===== src/rtl/tagged_flux_fifo.sv =====
// Multi-queue FIFO: tagged words from one write stream are sorted into FLUX circular queues
// and presented highest-numbered-non-empty-queue first on a per-flux read interface.
module tagged_flux_fifo #(
    parameter int unsigned DATA_WIDTH = 8,
    parameter int unsigned FLUX       = 2,
    parameter int unsigned DEPTH      = 4,
    localparam int unsigned TAG_WIDTH = (FLUX > 1) ? $clog2(FLUX) : 1,
    localparam int unsigned WIDTH     = DATA_WIDTH + TAG_WIDTH
) (
    input  logic             clk,
    input  logic             rst,
    input  logic             write,
    input  logic [WIDTH-1:0] din,
    output logic             full,
    input  logic [FLUX-1:0]  read,
    output logic [FLUX-1:0]  empty,
    output logic [WIDTH-1:0] dout,
    output logic             overflow_err
);

    localparam int unsigned PTR_W = $clog2(DEPTH);
    localparam int unsigned CNT_W = PTR_W + 1;

    typedef logic [PTR_W-1:0] ptr_t;
    typedef logic [CNT_W-1:0] cnt_t;

    logic [WIDTH-1:0] mem_q [FLUX][DEPTH];
    ptr_t             wptr_q [FLUX];
    ptr_t             wptr_d [FLUX];
    ptr_t             rptr_q [FLUX];
    ptr_t             rptr_d [FLUX];
    cnt_t             cnt_q  [FLUX];
    cnt_t             cnt_d  [FLUX];
    logic             err_q;
    logic             err_d;

    logic [FLUX-1:0]      q_empty;
    logic [FLUX-1:0]      q_full;
    logic [FLUX-1:0]      sel_oh;
    logic [TAG_WIDTH-1:0] sel;
    logic [TAG_WIDTH-1:0] tag;
    logic [31:0]          tag_ext;
    logic                 any_valid;
    logic                 tag_ok;
    logic                 rd_ok;
    logic                 rd_err;
    logic                 wr_ok;
    logic                 wr_err;

    assign tag     = din[WIDTH-1:DATA_WIDTH];
    assign tag_ext = 32'(tag);
    assign tag_ok  = tag_ext < FLUX;

    always_comb begin
        for (int q = 0; q < FLUX; q++) begin
            q_empty[q] = (cnt_q[q] == '0);
            q_full[q]  = (cnt_q[q] == CNT_W'(DEPTH));
        end
    end

    // Highest-numbered non-empty queue owns the output.
    always_comb begin
        sel       = '0;
        any_valid = 1'b0;
        for (int q = 0; q < FLUX; q++) begin
            if (!q_empty[q]) begin
                sel       = TAG_WIDTH'(q);
                any_valid = 1'b1;
            end
        end
    end

    always_comb begin
        sel_oh = '0;
        if (any_valid) begin
            sel_oh[sel] = 1'b1;
        end
    end

    // Exactly one read bit, matching the selected non-empty queue.
    assign rd_ok  = any_valid && (read == sel_oh);
    assign rd_err = (|read) && !rd_ok;

    // Full blocks writes, except into the full queue whose head leaves in the same cycle.
    assign wr_ok  = write && tag_ok && (!full || (rd_ok && (sel == tag) && q_full[sel]));
    assign wr_err = write && !wr_ok;

    always_comb begin
        for (int q = 0; q < FLUX; q++) begin
            wptr_d[q] = wptr_q[q];
            rptr_d[q] = rptr_q[q];
            cnt_d[q]  = cnt_q[q];
            if (wr_ok && (tag == TAG_WIDTH'(q))) begin
                wptr_d[q] = wptr_q[q] + PTR_W'(1);
                cnt_d[q]  = cnt_d[q] + CNT_W'(1);
            end
            if (rd_ok && (sel == TAG_WIDTH'(q))) begin
                rptr_d[q] = rptr_q[q] + PTR_W'(1);
                cnt_d[q]  = cnt_d[q] - CNT_W'(1);
            end
        end
        err_d = err_q | wr_err | rd_err;
    end

    always_ff @(posedge clk) begin
        if (rst) begin
            for (int q = 0; q < FLUX; q++) begin
                wptr_q[q] <= '0;
                rptr_q[q] <= '0;
                cnt_q[q]  <= '0;
            end
            err_q <= 1'b0;
        end else begin
            for (int q = 0; q < FLUX; q++) begin
                wptr_q[q] <= wptr_d[q];
                rptr_q[q] <= rptr_d[q];
                cnt_q[q]  <= cnt_d[q];
            end
            err_q <= err_d;
        end
    end

    always_ff @(posedge clk) begin
        if (!rst && wr_ok) begin
            mem_q[tag][wptr_q[tag]] <= din;
        end
    end

    assign empty        = q_empty;
    assign full         = |q_full;
    assign dout         = any_valid ? mem_q[sel][rptr_q[sel]] : '0;
    assign overflow_err = err_q;

endmodule


===== config.mk =====
export PLATFORM = sky130hd
export DESIGN_NAME = tagged_flux_fifo
export DESIGN_NICKNAME = d
export VERILOG_FILES = /design/src/rtl/tagged_flux_fifo.sv
export SDC_FILE = /design/constraint.sdc
export NUM_CORES = 1
export LEC_CHECK = 0
export ABC_AREA = 1
export CAP_MARGIN = 20
export CORE_MARGIN = 2
export CORE_UTILIZATION = 51
export CTS_CLUSTER_SIZE = 28
export DETAILED_ROUTE_END_ITERATION = 16
export PLACE_DENSITY = 0.77
export SKIP_LAST_GASP = 1
export SYNTH_ARGS = -nofsm -noshare
export SYNTH_HDL_FRONTEND = slang
export SYNTH_SLANG_ARGS = --single-unit

===== constraint.sdc =====
create_clock -name clk -period 4.2 [get_ports clk]
set_clock_uncertainty 0.05 [all_clocks]
set_input_delay 1.26 -clock clk [delete_from_list [all_inputs] [get_ports clk]]
set_output_delay 1.26 -clock clk [all_outputs]
set_load 0.005 [all_outputs]

==> summary.txt <==
GRT
  • First-pass GRT wire length: 13700 um
  • Largest net degree at the start of global routing: 40
  • Total track usage: 21.7%
  • Vias in the first global route: 2856
  • Antenna violations before repair: 0
  • Total grt overflow: 0

STA
  • Crit path time final: 4070 ps
  • Final hold violation count: 0
  • RSZ-0062 raised after global routing: false
  • Fin crit share: 96.8%
  • Rel. slew slack: 40.3%
  • Worst Max-Slew Pin Slew: 892 ps
  • Final setup fails: 0
  • FMAX: 246 MHz
  • Slew Limit Fails: 0
  • Post-route setup TNS: 0 ps

Layout
  • Area of the multi-input gates: 1250 um2
  • Filler cells: 609
  • Layout cell share with drive strength beyond 1: 12.1%
  • Layout Nets: 446
  • Design area: 4550 um2
  • Area delta synth->final: 17.6%
  • Antenna diodes: 0
  • Sequential cell area: 2460 um2

Outcome
  • Outcome: finished, final reports clean

Worst setup path
  • CP peak stage delay: 550 ps
  • Worst setup path startpoint: cnt_q[0][3]
  • FF-to-FF Start: cnt_q[0][3]
  • Critical path peak fanout: 21
  • WP buf/inv: 4
  • CP most frequent cell: buf_4
  • CP Cell Sequence: inv_1 > ha_2 > nand2_4 > buf_4 > o21ai_2 > buf_4 > a21oi_1 > nor3_1 > clkdlybuf4s50_1
  • CP top delay family: buffers and inverters
  • Arrival @ worst endpoint: 2760 ps
  • Crit Path Category: reg2out
  • Worst setup EP type: output port
  • Slowest CP cell: clkdlybuf4s50_1
  • Startpoint types: register
  • Critical path data required time: 2890 ps

Flow run
  • Maxcap violations: 0

Routing
  • Initial DRC count: 181
  • Routed len/inst: 16.8 um
  • ANT nets after route: 0
  • Routed wire length: 8890 um
  • DRC viols: 0
  • First-pass DRT Iterations: 6
  • Vias per inst: 5.55
  • Via count: 2940

Die
  • Die W: 91.1 um
  • Die area: 8300 um2
  • Die H: 91.1 um
  • Core area: 7290 um2
  • Starting density of the core: 53.0%
  • Io pins: 27
  • Row count: 31

Worst hold path
  • Worst hold start: rptr_q[0][0]
  • HP Class: reg2reg

Clocking
  • H-tree levels: 3
  • Hold_buf cts: 0
  • Clk buf depth: 2
  • Num CTS Buffers: 9
  • CTS root buf: clkbuf_8
  • CTS sink cnt: 87
  • Clock tree from TritonCTS: built
  • Clk_lat worst skew: 350 ps
  • Worst-path clk slew: 90 ps

Power and ir drop
  • Pwr Density: 437 nW/um2
  • Leakage: 1.68 nW
  • Max VDD drop: 0.230 mV

Synth
  • Synth Instances: 381
  • Synth Cell Area: 3870 um2
  • Yosys warns: 0
  • Syn nets: 401
  • Sequential element share of the synthesized area: 63.7%
  • Syn avg cell area: 10.2 um2
  • Seq cells post-synth: 87
  • Unique masters post-synth: 31

Place
  • Number of port buffers: 26
  • Post-DP HPWL: 5760 um
  • Placement-stage cell area: 4340 um2
  • RePlAce Congestion: 0.811
-- power breakdown --
group	leakage (nW)	internal [mW]	switching (mW)
registers	0.773	0.957	0.0132
logic	0.816	0.180	0.273
clock network	0.0895	0.275	0.288
total	1.68	1.41	0.574
-- repair_timing --
action | in CTS | in global routing
setup buffers | 0 | 0
gates resized for setup | 0 | 5
pin swaps | 1 | 1
setup endpoints to repair | 1 | 9
cloned | 0 | 1
-- routing by layer --
layer / share of wire, % / global-route usage, %
met5: 0 / 0
met4: 1.7 / 9.85
met3: 6.6 / 3.49
met2: 50 / 37.8
met1: 41 / 26.5
-- through the flow --
step	hold WS (ps)	power [mW]	setup slack (ps)	cells	util, %
3_3_place_gp	429	1.41	474	513	59.5
6_report	432	1.99	134	530	62.4
2_1_floorplan	377	1.25	1230	381	-
3_5_place_dp	430	1.43	391	513	59.5
4_1_cts	443	1.98	1.35	529	62.1
5_1_grt	472	2.07	1.62	530	62.4
-- Yosys cell counts --
| library cell | n | share of area [%] |
|---|---|---|
| nor3_1 | 8 | 1.0 |
| nor2_4 | 2 | 0.58 |
| nor2_1 | 85 | 8.2 |
| clkbuf_2 | 1 | 0.13 |
| clkbuf_1 | 3 | 0.29 |
| mux2i_1 | 1 | 0.26 |
| and2_1 | 2 | 0.32 |
| dfxtp_1 | 15 | 7.8 |
| inv_2 | 7 | 0.68 |
| nand2_1 | 40 | 3.9 |
| a31oi_1 | 1 | 0.16 |
| o21ai_1 | 15 | 1.9 |
| o21ai_0 | 23 | 3.0 |
| a21oi_2 | 1 | 0.23 |
| a211oi_1 | 2 | 0.39 |
| a21oi_1 | 28 | 3.6 |
| nor2_2 | 1 | 0.16 |
| xnor2_1 | 1 | 0.23 |
| nor3b_1 | 1 | 0.19 |
| buf_2 | 7 | 0.91 |
| xor2_1 | 4 | 0.91 |
| nand3_2 | 1 | 0.26 |
| ha_1 | 6 | 1.9 |
| nand3_1 | 20 | 2.6 |
| o21ai_2 | 1 | 0.23 |
| inv_1 | 21 | 2.0 |
| buf_1 | 1 | 0.097 |
| edfxtp_1 | 72 | 56 |
| nand4_1 | 6 | 0.97 |
| clkinv_1 | 2 | 0.19 |
| nand2_4 | 3 | 0.87 |
-- cell families (layout without fill, tap and decap cells) --
family	count (synthesis)	count (layout)	share of synthesized area [%]
fa+ha+maj	6	6	1.94
flops	87	87	63.7
mux	1	1	0.259
simple gates	169	170	19.1
xor+xnor	5	5	1.13
buf+inv	42	91	4.34
compound gates	71	71	9.54
-- worst min-delay path, delay by kind of cell, from the launching register on --
kind	cells	cell delay, ps
compound gates	1	60
flops	1	300
buf+inv	1	80
-- registers in the layout, summed over array words and instances (netlist names) --
signal,count
cnt_q,6
mem_q,72
overflow_err,1
rptr_q,4
wptr_q,4
-- worst paths after layout --
path / cells after the start / end / slack [ps]
max: 9 / dout[3] / 130
min: 2 / rptr_q[0][0] / 430
max reg2reg: 18 / cnt_q[0][5] / 1060
min reg2reg: 2 / rptr_q[0][0] / 430
-- area by class of cell --
type | count | share of cell area, %
well taps | 99 | 2.72
multi-input cells | 253 | 27.4
clock inverters | 5 | 1.29
clock buffers | 11 | 2.89
inverters | 30 | 2.61
repair buffers | 45 | 8.94
flip-flops and latches | 87 | 54.1
-- layout by cell type (no fill, tap or decap), types with 2 or more instances in the layout --
master,count
clkbuf_1,2
nor2_4,2
nand2_1,40
dfxtp_1,15
nand2_4,3
o21ai_1,15
nor3_1,8
buf_4,18
edfxtp_1,72
xor2_1,4
o21ai_0,23
a211oi_1,2
clkinvlp_4,3
a21oi_1,28
nor2_1,85
inv_1,21
clkbuf_8,9
inv_2,6
ha_1,5
nand3_1,20
clkdlybuf4s50_1,26
nand4_1,6
and2_1,2
(Power assumes the default switching activity.)
